File: src/rtl/regfile_mp.sv
// rtl/regfile_mp.sv - multi-port register file with clear sequencer and dual prioritised writes
//
// Purpose:
//   DEPTH = 2**AW entries of DW bits, NUM_RD combinational read ports and two
//   write ports (port 1 wins on a same-address collision). After reset a
//   sequencer zeroes every entry, one per cycle, and then raises ready.
//   With ZERO_REG=1, entry 0 always reads 0 and ignores writes.
//
// Ports:
//   clk, rst         clock and synchronous active-high reset
//   rd_addr/rd_data  packed read ports; port k uses [k*AW +: AW] / [k*DW +: DW]
//   wr_en0/addr0/data0  write port 0
//   wr_en1/addr1/data1  write port 1 (higher priority)
//   ready            1 once the clear sequence has finished
//   wr_conflict      registered one-cycle pulse after a same-address dual write
//
// Optional feature macro: REGFILE_BYPASS_EN
//   Defined: in RUN, a read that matches an enabled write in the same cycle
//   returns the write data (port 1 first). Undefined: reads see the array only.

module regfile_mp #(
  parameter int DW       = 32,
  parameter int AW       = 5,
  parameter int NUM_RD   = 2,
  parameter int ZERO_REG = 1
) (
  input  logic                 clk,
  input  logic                 rst,
  input  logic [NUM_RD*AW-1:0] rd_addr,
  output logic [NUM_RD*DW-1:0] rd_data,
  input  logic                 wr_en0,
  input  logic [AW-1:0]        wr_addr0,
  input  logic [DW-1:0]        wr_data0,
  input  logic                 wr_en1,
  input  logic [AW-1:0]        wr_addr1,
  input  logic [DW-1:0]        wr_data1,
  output logic                 ready,
  output logic                 wr_conflict
);

  localparam int DEPTH = 1 << AW;

  localparam logic [0:0] S_CLEAR = 1'b0;
  localparam logic [0:0] S_RUN   = 1'b1;

  logic [0:0]    r_state;
  logic [AW-1:0] r_clr_cnt;
  logic          r_ready;
  logic          r_wr_conflict;
  logic [DW-1:0] r_mem [DEPTH];

  logic w_run;
  logic w_zero0;
  logic w_zero1;
  logic w_same_addr;
  logic w_we0;
  logic w_we1;
  logic w_conflict;

  assign w_run       = (r_state == S_RUN);
  assign w_zero0     = (ZERO_REG != 0) && (wr_addr0 == '0);
  assign w_zero1     = (ZERO_REG != 0) && (wr_addr1 == '0);
  assign w_same_addr = wr_en0 && wr_en1 && (wr_addr0 == wr_addr1);

  // Port 0 is suppressed on a collision so port 1's data lands unambiguously.
  assign w_we0      = w_run && wr_en0 && !w_zero0 && !w_same_addr;
  assign w_we1      = w_run && wr_en1 && !w_zero1;
  assign w_conflict = w_run && w_same_addr && !w_zero1;

  always_ff @(posedge clk) begin
    if (rst) begin
      r_state       <= S_CLEAR;
      r_clr_cnt     <= '0;
      r_ready       <= 1'b0;
      r_wr_conflict <= 1'b0;
    end else begin
      r_wr_conflict <= w_conflict;
      if (r_state == S_CLEAR) begin
        r_clr_cnt <= r_clr_cnt + 1'b1;
        if (r_clr_cnt == AW'(DEPTH - 1)) begin
          r_state <= S_RUN;
          r_ready <= 1'b1;
        end
      end
    end
  end

  // The array has no reset; it is left alone in the reset cycle and zeroed by
  // the sequencer afterwards.
  always_ff @(posedge clk) begin
    if (!rst) begin
      if (r_state == S_CLEAR) begin
        r_mem[r_clr_cnt] <= '0;
      end else begin
        if (w_we0) r_mem[wr_addr0] <= wr_data0;
        if (w_we1) r_mem[wr_addr1] <= wr_data1;
      end
    end
  end

  genvar k;
  generate
    for (k = 0; k < NUM_RD; k++) begin : g_rd
      logic [AW-1:0] w_addr;
      logic [DW-1:0] w_val;

      assign w_addr = rd_addr[k*AW +: AW];

      // Reads are forced to 0 until ready so unwritten entries never leak X.
      always_comb begin
        w_val = '0;
        if (!w_run) begin
          w_val = '0;
        end else if ((ZERO_REG != 0) && (w_addr == '0)) begin
          w_val = '0;
        end else begin
`ifdef REGFILE_BYPASS_EN
          if (wr_en1 && (wr_addr1 == w_addr)) begin
            w_val = wr_data1;
          end else if (wr_en0 && (wr_addr0 == w_addr)) begin
            w_val = wr_data0;
          end else begin
            w_val = r_mem[w_addr];
          end
`else
          w_val = r_mem[w_addr];
`endif
        end
      end

      assign rd_data[k*DW +: DW] = w_val;
    end
  endgenerate

  assign ready       = r_ready;
  assign wr_conflict = r_wr_conflict;

endmodule

File: config.mk
export PLATFORM = sky130hd
export DESIGN_NAME = regfile_mp
export DESIGN_NICKNAME = d
export VERILOG_FILES = /design/src/rtl/regfile_mp.sv
export SDC_FILE = /design/constraint.sdc
export NUM_CORES = 2
export LEC_CHECK = 0
export CORE_MARGIN = 2
export CORE_UTILIZATION = 45
export CTS_CLUSTER_DIAMETER = 100
export DETAILED_ROUTE_END_ITERATION = 16
export MAX_ROUTING_LAYER = met4
export PLACE_DENSITY = 0.65
export SETUP_SLACK_MARGIN = 0.3
export SYNTH_ARGS = -nofsm -noshare
export SYNTH_HDL_FRONTEND = slang
export SYNTH_SLANG_ARGS = --single-unit
File: constraint.sdc
create_clock -name clk -period 14.2 [get_ports clk]
set_input_delay 2.84 -clock clk [delete_from_list [all_inputs] [get_ports clk]]
set_output_delay 2.84 -clock clk [all_outputs]
set_load 0.005 [all_outputs]
=== Word level (Yosys, flattened, before mapping) ===
Memory sizes are Yosys's and may differ from the RTL's.
Index checks and enable logic that the tools add are counted.

* Word-level logic and storage cells: 47
* Memories kept: 1
* Memory bits (writable): 1024
* Output and inout bits: 66
* Flip-flop bits (word level): 8

{| class="wikitable"
|+ Memories
! name !! words !! bits a word !! read ports !! clocked after memory_dff !! wr ports !! line !! source
|-
| r_mem || 32 || 32 || 2 || 0 || 2 || 50 || <nowiki>logic [DW-1:0] r_mem [DEPTH];</nowiki>
|}

* Reductions and logical operators: 18
* Bitwise operators: 1
* $add $sub $neg: 1
* Multiplexer cells: 20
* Equality and inequality tests: 2

{| class="wikitable"
|+ Operators with widths
! operator !! number
|-
| 32-bit 2-to-1 mux || 5
|-
| 32-bit OR reduction || 1
|-
| 5-bit logical NOT || 4
|-
| 1-bit 2-to-1 mux || 14
|-
| 1-bit logical AND || 9
|-
| 5-bit by 1-bit adder with 5-bit output, second input constant || 1
|-
| 5-bit equality test || 1
|-
| 5-bit equality test, second input constant || 1
|-
| 5-bit 2-to-1 mux || 1
|-
| 1-bit logical NOT || 3
|-
| 2-bit AND reduction || 1
|-
| 1-bit NOT || 1
|}

=== Logic depth before layout (Yosys ltp) ===
* Word-level depth: 10
* Depth in mapped cells: 8

=== Least setup slack after synthesis ===
No wires, ideal clock.

* Path kind: input port to flip-flop
* Start: input port wr_addr0[4]
* End: memory r_mem[10][0], enable pin
* Buffers on the path: 2
* Data arrival time: 7.644 ns
* Slack: 6.023 ns
* Stages on the path: 6
* Cell sequence: clkbuf_1 > or3_4 > o311ai_4 > buf_4 > a21o_1 > o311ai_0

{| class="wikitable"
|+ RTL lines
! element !! line !! source
|-
| start, declared || 32 || <nowiki>input logic [AW-1:0] wr_addr0,</nowiki>
|-
| end, declared || 50 ||
|}

=== Final worst setup path ===
* Start: input port rd_addr[0]
* End: output port rd_data[22]

* Longest elaborated chain between the ends: 3
* Elaborated cells between the ends (all ways): 4
* Those cells by class: mux: 2; reduce/logical: 1; memory: 1

{| class="wikitable"
|+ RTL lines
! element !! line !! source
|-
| start, declared || 29 || <nowiki>input logic [NUM_RD*AW-1:0] rd_addr,</nowiki>
|-
| memory 32 x 32 bit or 5-bit logical NOT (tied branches) || n/a ||
|-
| 32-bit 2-to-1 mux (*) || 114 || <nowiki>end else if ((ZERO_REG != 0) && (w_addr == '0)) begin</nowiki>
|-
| 32-bit 2-to-1 mux (*) || 112 || <nowiki>if (!w_run) begin</nowiki>
|-
| end, declared || 30 || <nowiki>output logic [NUM_RD*DW-1:0] rd_data,</nowiki>
|}

Mark *: on every way between the ends. The rest lies on a longest branch, timed or not.

==> run metrics <==
r2r worst-path depth 7; Post-Route WL 206,200 um; Fillers 11,210; Post-CTS Setup Bufs 0; final instance area 68,380 um2; fin crit period 9.210 ns; std cell rows 135; top_reg_cell synth edfxtp_1; unique cell type count in the Yosys netlist 58; Worst-Margin Slew 1.382 ns; global route total overflow 0; number of global-route vias before repair 37,730; Hold Crit Class flop to flop; Synth area leader edfxtp_1; CP Launch Type input port; Achievable Freq 108.6 MHz; cts repair resizes 0; Ys Warns 0; Setup Skew 0.02882 ns; Synth area leaders edfxtp_1, mux4_2, mux2_2, mux2i_1, clkbuf_1; worst vdd ir 0.09754 mV; register area share after synthesis 50.18%; syn_area_per_cell 16.77 um2; leakage power 0.02228 uW; multi-input combinational cell area 28,860 um2; Die Wd 374.0 um; Clock Pin Slew Worst Setup and Hold Paths 0.06 ns; # DRC 0; crit end category primary output; via/cell ratio 6.892; hold buffer count at cts 0; Root Buffer clkbuf_16; Setup crit start rd_addr[0]; total track usage 30.07%; setup TNS 0 ns; clock latency on the worst-skew pair 0.77 ns; Yosys top cell area share 49.92%; Port Buf Inserts 153; Post-DP HPWL 110,600 um; # Max-Cap Violations 0; Worst R2R End r_mem[7][24]; status completed; fraction of layout cells with a size suffix above 1 51.77%; Via Count 37,690; I/O pin cnt 154; ys async rst share 0%; Net Count, Synth 3,764; TritonCTS Buffers 114; GPL Wtd Cong 0.9214; WP data arrival 6.37 ns; Clock Sinks 1,032; critical-path maximum fanout 71; worst path required time 11.36 ns; Die Height 374.0 um; Final Util 50.41%; Hold Slack 0.5965 ns; TritonCTS clock tree yes; flop and latch count out of synthesis 1,032; Initial Util 45.41%; most frequent cell after synthesis edfxtp_1; CP Class input port to primary output; DRT iter0 DRCs 5,215; first-pass GRT wire length 288,900 um; Setup violations, final 0; r2r setup slk 10.04 ns; dpl cell area 64,770 um2; Core Box Area 135,600 um2; post-place setup slack 4.950 ns; crit share post-route 64.86%; H-tree level count 3; Area growth syn-to-layout 11.01%; cells after synthesis 3,674; Die ar. 139,900 um2; RSZ-0062 raised after global routing false; DRT antenna net count 0; Post-synth EDFFs 1,024; power per standard cell area 97.88 nW/um2; antenna violations before repair 10; synthesized area 61,600 um2; Clock Tree Buf Depth 3; RR Startpoint r_state; First-pass DRT Iterations 7; CP endpoint rd_data[22]; Setup WS post-layout 4.990 ns; Slew HR 7.582%; largest net degree at the start of global routing 106; Slew Limit Fails 0; final net count 3,675; Reg area 30,910 um2; most frequent cells after synthesis edfxtp_1, mux2_2, mux4_2; Routed WL per cell 37.71 um; final hold violations 0
## placed cells by master (no fill, tap or decap), drive strengths merged, types with 15 or more instances in the layout
master / instances
o221ai: 69
clkbuf: 146
inv: 49
mux2i: 259
nor2: 20
mux4: 510
buf: 138
mux2: 992
nand2: 21
clkinv: 42
edfxtp: 1024
o22a: 64
clkdlybuf4s50: 147
a211oi: 33
nor3: 15
## worst min-delay path by stage
stage,from,to,slack (ns),cells after the start
2_1_floorplan,ready,ready,0.46,2
3_3_place_gp,r_clr_cnt[1],r_clr_cnt[1],0.58,2
3_5_place_dp,r_clr_cnt[1],r_clr_cnt[1],0.58,2
4_1_cts,r_clr_cnt[1],r_clr_cnt[1],0.60,2
5_1_grt,ready,ready,0.62,2
6_report,ready,ready,0.60,2
## sequential cells by signal, summed over array words and instances, names as in the netlist
signal / flops
r_mem: 1024
r_state: 1
ready: 1
r_clr_cnt: 5
wr_conflict: 1
## worst max-delay path: stages
cell	delay [ns]
buf_8	0.70
buf_4	0.92
mux4_2	0.62
mux2i_1	0.14
o22a_1	0.15
o221ai_1	0.34
clkdlybuf4s50_1	0.59
## area by class of cell
| cell class | instances | area share (%) |
|---|---|---|
| Clock buffer | 146 | 4.348 |
| Sequential cell | 1032 | 45.20 |
| Inverter | 41 | 0.2251 |
| Tap cell | 1781 | 3.259 |
| Clock inverter | 61 | 0.8856 |
| Timing Repair Buffer | 285 | 3.824 |
| Multi-Input combinational cell | 2111 | 42.21 |
| Antenna cell | 12 | 0.04392 |
## metrics by stage
stage | instances | power (uW)
3_5_place_dp | 5250 | 3823
3_3_place_gp | 5250 | 3821
4_1_cts | 5457 | 6720
2_1_floorplan | 3674 | 3686
6_report | 5469 | 6693
5_1_grt | 5465 | 6853
## power breakdown
part	leakage [uW]	total (uW)	internal [uW]	switching (uW)
clock	0.00175	2930	1640	1290
combinational	0.0125	428	173	255
sequential	0.00801	3330	3320	10.0
## logic make-up (layout without fill, tap and decap cells)
group	after synthesis	count (layout)	synth area share, %
compound gates	219	219	3.512
xor+xnor	8	8	0.1138
fa+ha+maj	2	2	0.04062
buf+inv	531	533	4.020
flops	1032	1032	50.18
mux	1761	1761	40.99
other cells	0	12	0
simple gates	121	121	1.140
## layer usage
metal  vias to the layer above  global-route usage (%)  share of wire (%)
li1                      14940                       -                  -
met1                     20030                   39.99                 40
met2                      2232                   44.58                 45
met3                       489                   6.886                 10
met4                         0                   12.51                4.6
met5                         -                       -                  0
No activity file was read; power rests on OpenSTA's default activity.
